--- config.mk ---
export PLATFORM = sky130hd
export DESIGN_NAME = msu_data_prefetch
export DESIGN_NICKNAME = d
export VERILOG_FILES = /design/src/rtl/msu_data_prefetch.sv
export SDC_FILE = /design/constraint.sdc
export NUM_CORES = 1
export LEC_CHECK = 0
export ABC_AREA = 1
export BUFFER_PORTS_ARGS = -buffer_cell sky130_fd_sc_hd__buf_2
export CORE_MARGIN = 2
export CORE_UTILIZATION = 56
export CTS_CLUSTER_DIAMETER = 30
export CTS_CLUSTER_SIZE = 20
export DETAILED_ROUTE_END_ITERATION = 10
export HOLD_SLACK_MARGIN = 0.15
export PLACE_DENSITY = 0.75
export SLEW_MARGIN = 20
export SYNTH_ARGS = -nofsm -noshare
export SYNTH_HDL_FRONTEND = slang
export SYNTH_SLANG_ARGS = --single-unit
--- constraint.sdc ---
create_clock -name CLK -period 6.8 [get_ports CLK]
set_input_delay 2.04 -clock CLK [delete_from_list [all_inputs] [get_ports CLK]]
set_output_delay 2.04 -clock CLK [all_outputs]
set_load 0.01 [all_outputs]
--- src/rtl/msu_data_prefetch.sv ---
`default_nettype none
// ============================================================================
// Module   : msu_data_prefetch
// Function : Byte prefetch ring buffer between the MSU-1 register block and a
//            16-bit word backing store. Keeps data bytes queued ahead of the
//            read pointer so $2001 reads are served without waiting on memory.
// Revision : 1.0 - initial release
// ============================================================================
module msu_data_prefetch #(
    parameter int DEPTH = 16,
    parameter int PRIME = 4
) (
    input  logic        CLK,
    input  logic        RST_N,
    input  logic [31:0] data_addr,
    input  logic        data_seek,
    input  logic        data_req,
    output logic [7:0]  data_out,
    output logic        data_busy,
    output logic        underrun,
    output logic [31:0] mem_addr,
    output logic        mem_rd,
    input  logic        mem_ack,
    input  logic [15:0] mem_dout
);

    localparam int c_AW = $clog2(DEPTH);
    localparam int c_CW = c_AW + 1;
    localparam logic [c_CW-1:0] c_FETCH_LIMIT = c_CW'(DEPTH - 2);
    localparam logic [c_CW-1:0] c_PRIME       = c_CW'(PRIME);

    localparam logic [1:0] c_ST_IDLE = 2'd0;
    localparam logic [1:0] c_ST_WAIT = 2'd1;
    localparam logic [1:0] c_ST_DROP = 2'd2;

    logic [7:0]      r_buf [DEPTH];
    logic [c_AW-1:0] r_wr_ptr;
    logic [c_AW-1:0] r_rd_ptr;
    logic [c_CW-1:0] r_count;
    logic [31:0]     r_fetch_addr;
    logic            r_skip_lo;
    logic [1:0]      r_state;
    logic            r_active;
    logic [7:0]      r_data_out;
    logic            r_busy;
    logic            r_underrun;
    logic            r_mem_rd;
    logic [31:0]     r_mem_addr;

    logic            w_take;
    logic            w_pop;
    logic            w_issue;
    logic            w_active_nxt;
    logic [c_AW-1:0] w_wr_step;
    logic [c_AW-1:0] w_wr_1;
    logic [c_AW-1:0] w_wr_nxt;
    logic [c_AW-1:0] w_rd_nxt;
    logic [c_CW-1:0] w_count_nxt;
    logic [31:0]     w_fetch_nxt;
    logic [1:0]      w_state_nxt;
    logic [7:0]      w_first_byte;
    logic [7:0]      w_head;

    // Qualify this cycle's ack and pop; a seek overrides both.
    always_comb begin
        w_take       = mem_ack && (r_state == c_ST_WAIT) && !data_seek;
        w_pop        = data_req && !data_seek && (r_count != '0);
        w_wr_step    = '0;
        if (w_take) begin
            w_wr_step = r_skip_lo ? c_AW'(1) : c_AW'(2);
        end
        w_wr_1       = r_wr_ptr + c_AW'(1);
        w_wr_nxt     = r_wr_ptr + w_wr_step;
        w_rd_nxt     = r_rd_ptr + {{(c_AW-1){1'b0}}, w_pop};
        w_first_byte = r_skip_lo ? mem_dout[15:8] : mem_dout[7:0];
    end

    // Head byte after this cycle, forwarding bytes being written right now.
    always_comb begin
        w_head = r_buf[w_rd_nxt];
        if (w_take && (w_rd_nxt == r_wr_ptr)) begin
            w_head = w_first_byte;
        end else if (w_take && !r_skip_lo && (w_rd_nxt == w_wr_1)) begin
            w_head = mem_dout[15:8];
        end
    end

    // Next occupancy, fetch address and FSM state; fetch decision uses them
    // so a request can leave the cycle right after an ack, pop or seek.
    always_comb begin
        w_active_nxt = r_active | data_seek;
        if (data_seek) begin
            w_count_nxt = '0;
            w_fetch_nxt = {data_addr[31:1], 1'b0};
        end else begin
            w_count_nxt = r_count + {1'b0, w_wr_step} - {{c_AW{1'b0}}, w_pop};
            w_fetch_nxt = w_take ? (r_fetch_addr + 32'd2) : r_fetch_addr;
        end
        // A seek that coincides with the ack retires the outstanding request,
        // so there is nothing left to drop.
        case (r_state)
            c_ST_WAIT: w_state_nxt = mem_ack ? c_ST_IDLE :
                                     (data_seek ? c_ST_DROP : c_ST_WAIT);
            c_ST_DROP: w_state_nxt = mem_ack ? c_ST_IDLE : c_ST_DROP;
            default:   w_state_nxt = c_ST_IDLE;
        endcase
        w_issue = (w_state_nxt == c_ST_IDLE) && w_active_nxt &&
                  (w_count_nxt <= c_FETCH_LIMIT);
    end

    // Ring buffer storage; contents are meaningless until counted valid.
    always_ff @(posedge CLK) begin
        if (w_take) begin
            r_buf[r_wr_ptr] <= w_first_byte;
            if (!r_skip_lo) begin
                r_buf[w_wr_1] <= mem_dout[15:8];
            end
        end
    end

    // Control state, fetch FSM and registered outputs.
    always_ff @(posedge CLK) begin
        if (!RST_N) begin
            r_wr_ptr     <= '0;
            r_rd_ptr     <= '0;
            r_count      <= '0;
            r_fetch_addr <= 32'd0;
            r_skip_lo    <= 1'b0;
            r_state      <= c_ST_IDLE;
            r_active     <= 1'b0;
            r_data_out   <= 8'h00;
            r_busy       <= 1'b0;
            r_underrun   <= 1'b0;
            r_mem_rd     <= 1'b0;
            r_mem_addr   <= 32'd0;
        end else begin
            r_count      <= w_count_nxt;
            r_fetch_addr <= w_fetch_nxt;
            r_active     <= w_active_nxt;
            r_state      <= w_issue ? c_ST_WAIT : w_state_nxt;
            r_mem_rd     <= w_issue;
            if (w_issue) begin
                r_mem_addr <= w_fetch_nxt;
            end
            if (data_seek) begin
                r_wr_ptr   <= '0;
                r_rd_ptr   <= '0;
                r_skip_lo  <= data_addr[0];
                r_busy     <= 1'b1;
                r_underrun <= 1'b0;
            end else begin
                r_wr_ptr <= w_wr_nxt;
                r_rd_ptr <= w_rd_nxt;
                if (w_take) begin
                    r_skip_lo <= 1'b0;
                end
                if (data_req && (r_count == '0)) begin
                    r_underrun <= 1'b1;
                end
                if (r_busy && (w_count_nxt >= c_PRIME)) begin
                    r_busy <= 1'b0;
                end
                if (w_count_nxt != '0) begin
                    r_data_out <= w_head;
                end
            end
        end
    end

    assign data_out  = r_data_out;
    assign data_busy = r_busy;
    assign underrun  = r_underrun;
    assign mem_rd    = r_mem_rd;
    assign mem_addr  = r_mem_addr;

endmodule
`default_nettype wire

==> flow_metrics.env <==
export IMPL_status="finished, final reports clean"
export IMPL_hold_class="reg2reg"
export IMPL_die_area_um2=22800
export IMPL_ioPinCount=96
export IMPL_die_x_um=151
export IMPL_final_cell_mix="651 x nand2_1, 142 x o21ai_0, 137 x inv_1"
export IMPL_r2r_cells=16
export IMPL_core_area_um2=21200
export IMPL_reg2reg_setup_slack_ns=3.16
export IMPL_yosys_area_top_type="edfxtp_1"
export IMPL_num_rows=53
export IMPL_syn_instance_count=1647
export IMPL_cts_resized=0
export IMPL_antenna_cells=0
export IMPL_tritoncts="yes"
export IMPL_vias=11500
export IMPL_grt_pass1_wl_um=54600
export IMPL_die_height_um=151
export IMPL_cts_hold_buf=0
export IMPL_worst_slew_pin_slew_ns=1.01
export IMPL_syn_nets=1721
export IMPL_clock_sinks=220
export IMPL_ant_nets=0
export IMPL_synth_area_leaders="edfxtp_1 32%, nand2_1 20%, dfxtp_1 15%"
export IMPL_cts_root_buf="clkbuf_16"
export IMPL_r2r_end="mem_addr[19]$_SDFFE_PN0P_"
export IMPL_fin_util=0.671
export IMPL_seq_area_frac_synth=0.469
export IMPL_area_growth_pct=17.2
export IMPL_htreeDepth=2
export IMPL_grt_pass1_vias=10600
export IMPL_crit_path_start_kind="primary input"
export IMPL_grt_max_degree=51
export IMPL_yosys_warnings=0
export IMPL_avgRoutedWirePerCell_um=17.1
export IMPL_top_layer="met4"
export IMPL_dr_wl_met2_um=15300
export IMPL_antenna_found_initial=0
export IMPL_reg2reg_from="r_skip_lo$_SDFFE_PN0P_"
export IMPL_path_max_fanout=50
export IMPL_ys_types=38
export IMPL_firstDrtPassIters=5
export IMPL_nNetsFinal=1802
export IMPL_start_util=0.572
export IMPL_critical_path_arrival_ns=5.47
export IMPL_final_hold_viol_count=0
export IMPL_setup_violations=0
export IMPL_via_per_inst=5.63
export IMPL_ys_seq_elements=220
export IMPL_ir_worst_vdd_uv=181
export IMPL_grt_usage=0.309
export IMPL_gp_congestion=0.945
export IMPL_clockBufferDepth=3
export IMPL_place_ws_ns=1.27
export IMPL_drc_errors=0
export IMPL_fin_skew_ns=0.0303
export IMPL_min_from="mem_addr[17]$_SDFFE_PN0P_"
export IMPL_io_buffers=95
export IMPL_routed_wl_um=34800
export IMPL_post_dp_hpwl_um=23500
export IMPL_fin_setup_tns_ns=0
export IMPL_timing_fmax_ghz=0.200
export IMPL_drt_iter0_drc=1251
export IMPL_fin_ws_ns=1.80
export IMPL_final_layout_size_suffix_gt1_frac=0.140
export IMPL_cts_buffers=44
export IMPL_endpoint_kind="register"
export IMPL_layout_commonest_cell="nand2_1"
export IMPL_route_met3_wl_um=3780
export IMPL_maxCapViolCount=0
export IMPL_powerDensity_nw_per_um2=308
export IMPL_fin_crit_sh=0.736
export IMPL_synth_top_area_share=0.317
export IMPL_cts_setup_buffers=0
export IMPL_max_slew_margin_rel=0.319
export IMPL_cp_required_ns=7.27
export IMPL_rsz0062_at_grt="false"
export IMPL_grt_overflow=0
export IMPL_hold_end="mem_addr[17]$_SDFFE_PN0P_"
export IMPL_syn_area_um2=12100
export IMPL_hold_depth=2
export IMPL_critical_path_class="in2reg"
export IMPL_clk_pin_slew_worst_paths_ns=0.05
export IMPL_avgSynthCellArea_um2=7.35
export IMPL_m1WireLength_um=14400
export IMPL_period_needed_ns=5.00
export IMPL_slew_viol_final=0
export IMPL_insertion_delay_ns=0.53
export IMPL_leakagePower_uw=0.00626
==> where the power goes <==
part,internal (uW),switching (uW),total (uW)
sequential,1500,48.4,1540
combinational,213,448,661
clock,1440,724,2170
==> stage by stage <==
step / cells / total power [uW] / hold WS, ns / instance area (um2)
after global routing: 2035 / 4530 / 0.462 / 14200
after detailed placement: 1957 / 2210 / 0.427 / 12700
final: 2035 / 4370 / 0.436 / 14200
after global placement: 1957 / 2190 / 0.425 / 12700
after CTS: 2035 / 4380 / 0.439 / 14200
after floorplan: 1647 / 2000 / 0.416 / 12100
==> layer usage <==
layer / vias to the layer above / global-route usage
met4: 0 / 0.121
met2: 579 / 0.468
met1: 5306 / 0.437
li1: 5485 / -
met3: 97 / 0.0605
met5: - / 0
==> flip-flops by register name, summed over array words and instances (netlist names) <==
register and flops:
r_buf 128, mem_addr 32, r_fetch_addr 32, data_out 8, r_count 5, r_rd_ptr 4
r_wr_ptr 4, r_state 2, data_busy 1, mem_rd 1, r_active 1, r_skip_lo 1
underrun 1
==> logic make-up (layout without fill, tap and decap cells) <==
logic type / after synthesis / after routing / synth area share
AND/OR/NAND/NOR: 956 / 956 / 0.333
buffers and inverters: 230 / 343 / 0.0788
flip-flops: 220 / 220 / 0.469
AO/OA/AOI/OAI: 212 / 212 / 0.0899
adder cells (fa/ha/maj): 21 / 21 / 0.0229
XOR/XNOR: 8 / 8 / 0.00579
==> worst max-delay path by stage <==
| stage | startpoint | end | slack, ns | depth (start not counted) |
|---|---|---|---|---|
| floorplan | data_seek | mem_addr[19]$_SDFFE_PN0P_ | 2.08 | 22 |
| detailed placement | data_seek | mem_addr[19]$_SDFFE_PN0P_ | 1.27 | 18 |
| CTS | data_seek | mem_addr[19]$_SDFFE_PN0P_ | 1.81 | 18 |
| finish | data_seek | mem_addr[19]$_SDFFE_PN0P_ | 1.80 | 18 |
| global placement | data_seek | mem_addr[31]$_SDFFE_PN0P_ | 1.43 | 18 |
| global route | data_seek | mem_addr[28]$_SDFFE_PN0P_ | 1.43 | 18 |
==> critical path: stages <==
cell	delay, ns
buf_2	0.12
inv_4	0.36
nand3_1	0.33
nor2_1	0.22
inv_1	0.06
ha_1	0.27
inv_1	0.04
ha_1	0.20
fa_1	0.41
nand2_1	0.08
nand2_1	0.05
nand2_1	0.07
nand3_1	0.08
nand3_1	0.15
nand3_2	0.15
nor2_4	0.56
nand3_1	0.18
nand2_1	0.09
==> final cells by class <==
type | count | area [um2]
well taps | 275 | 344
flip-flops and latches | 220 | 5690
inverters | 151 | 569
clock inverters | 27 | 309
fillers | 1763 | 6960
multi-input cells | 1197 | 5480
repair buffers | 114 | 618
clock buffers | 51 | 1190
==> synthesized netlist by cell type, drive strengths merged <==
| library cell | instances |
|---|---|
| o22ai | 10 |
| xnor2 | 1 |
| xor2 | 7 |
| nand3b | 3 |
| buf | 45 |
| inv | 150 |
| o21bai | 3 |
| ha | 19 |
| o21ai | 166 |
| edfxtp | 128 |
| nor3 | 8 |
| clkbuf | 34 |
| fa | 2 |
| or2 | 9 |
| nand4 | 14 |
| nand3 | 139 |
| and2 | 4 |
| nand2 | 660 |
| a21o | 1 |
| nor2 | 119 |
| a21oi | 31 |
| clkinv | 1 |
| dfxtp | 92 |
| a31oi | 1 |
(Power assumes the default switching activity.)
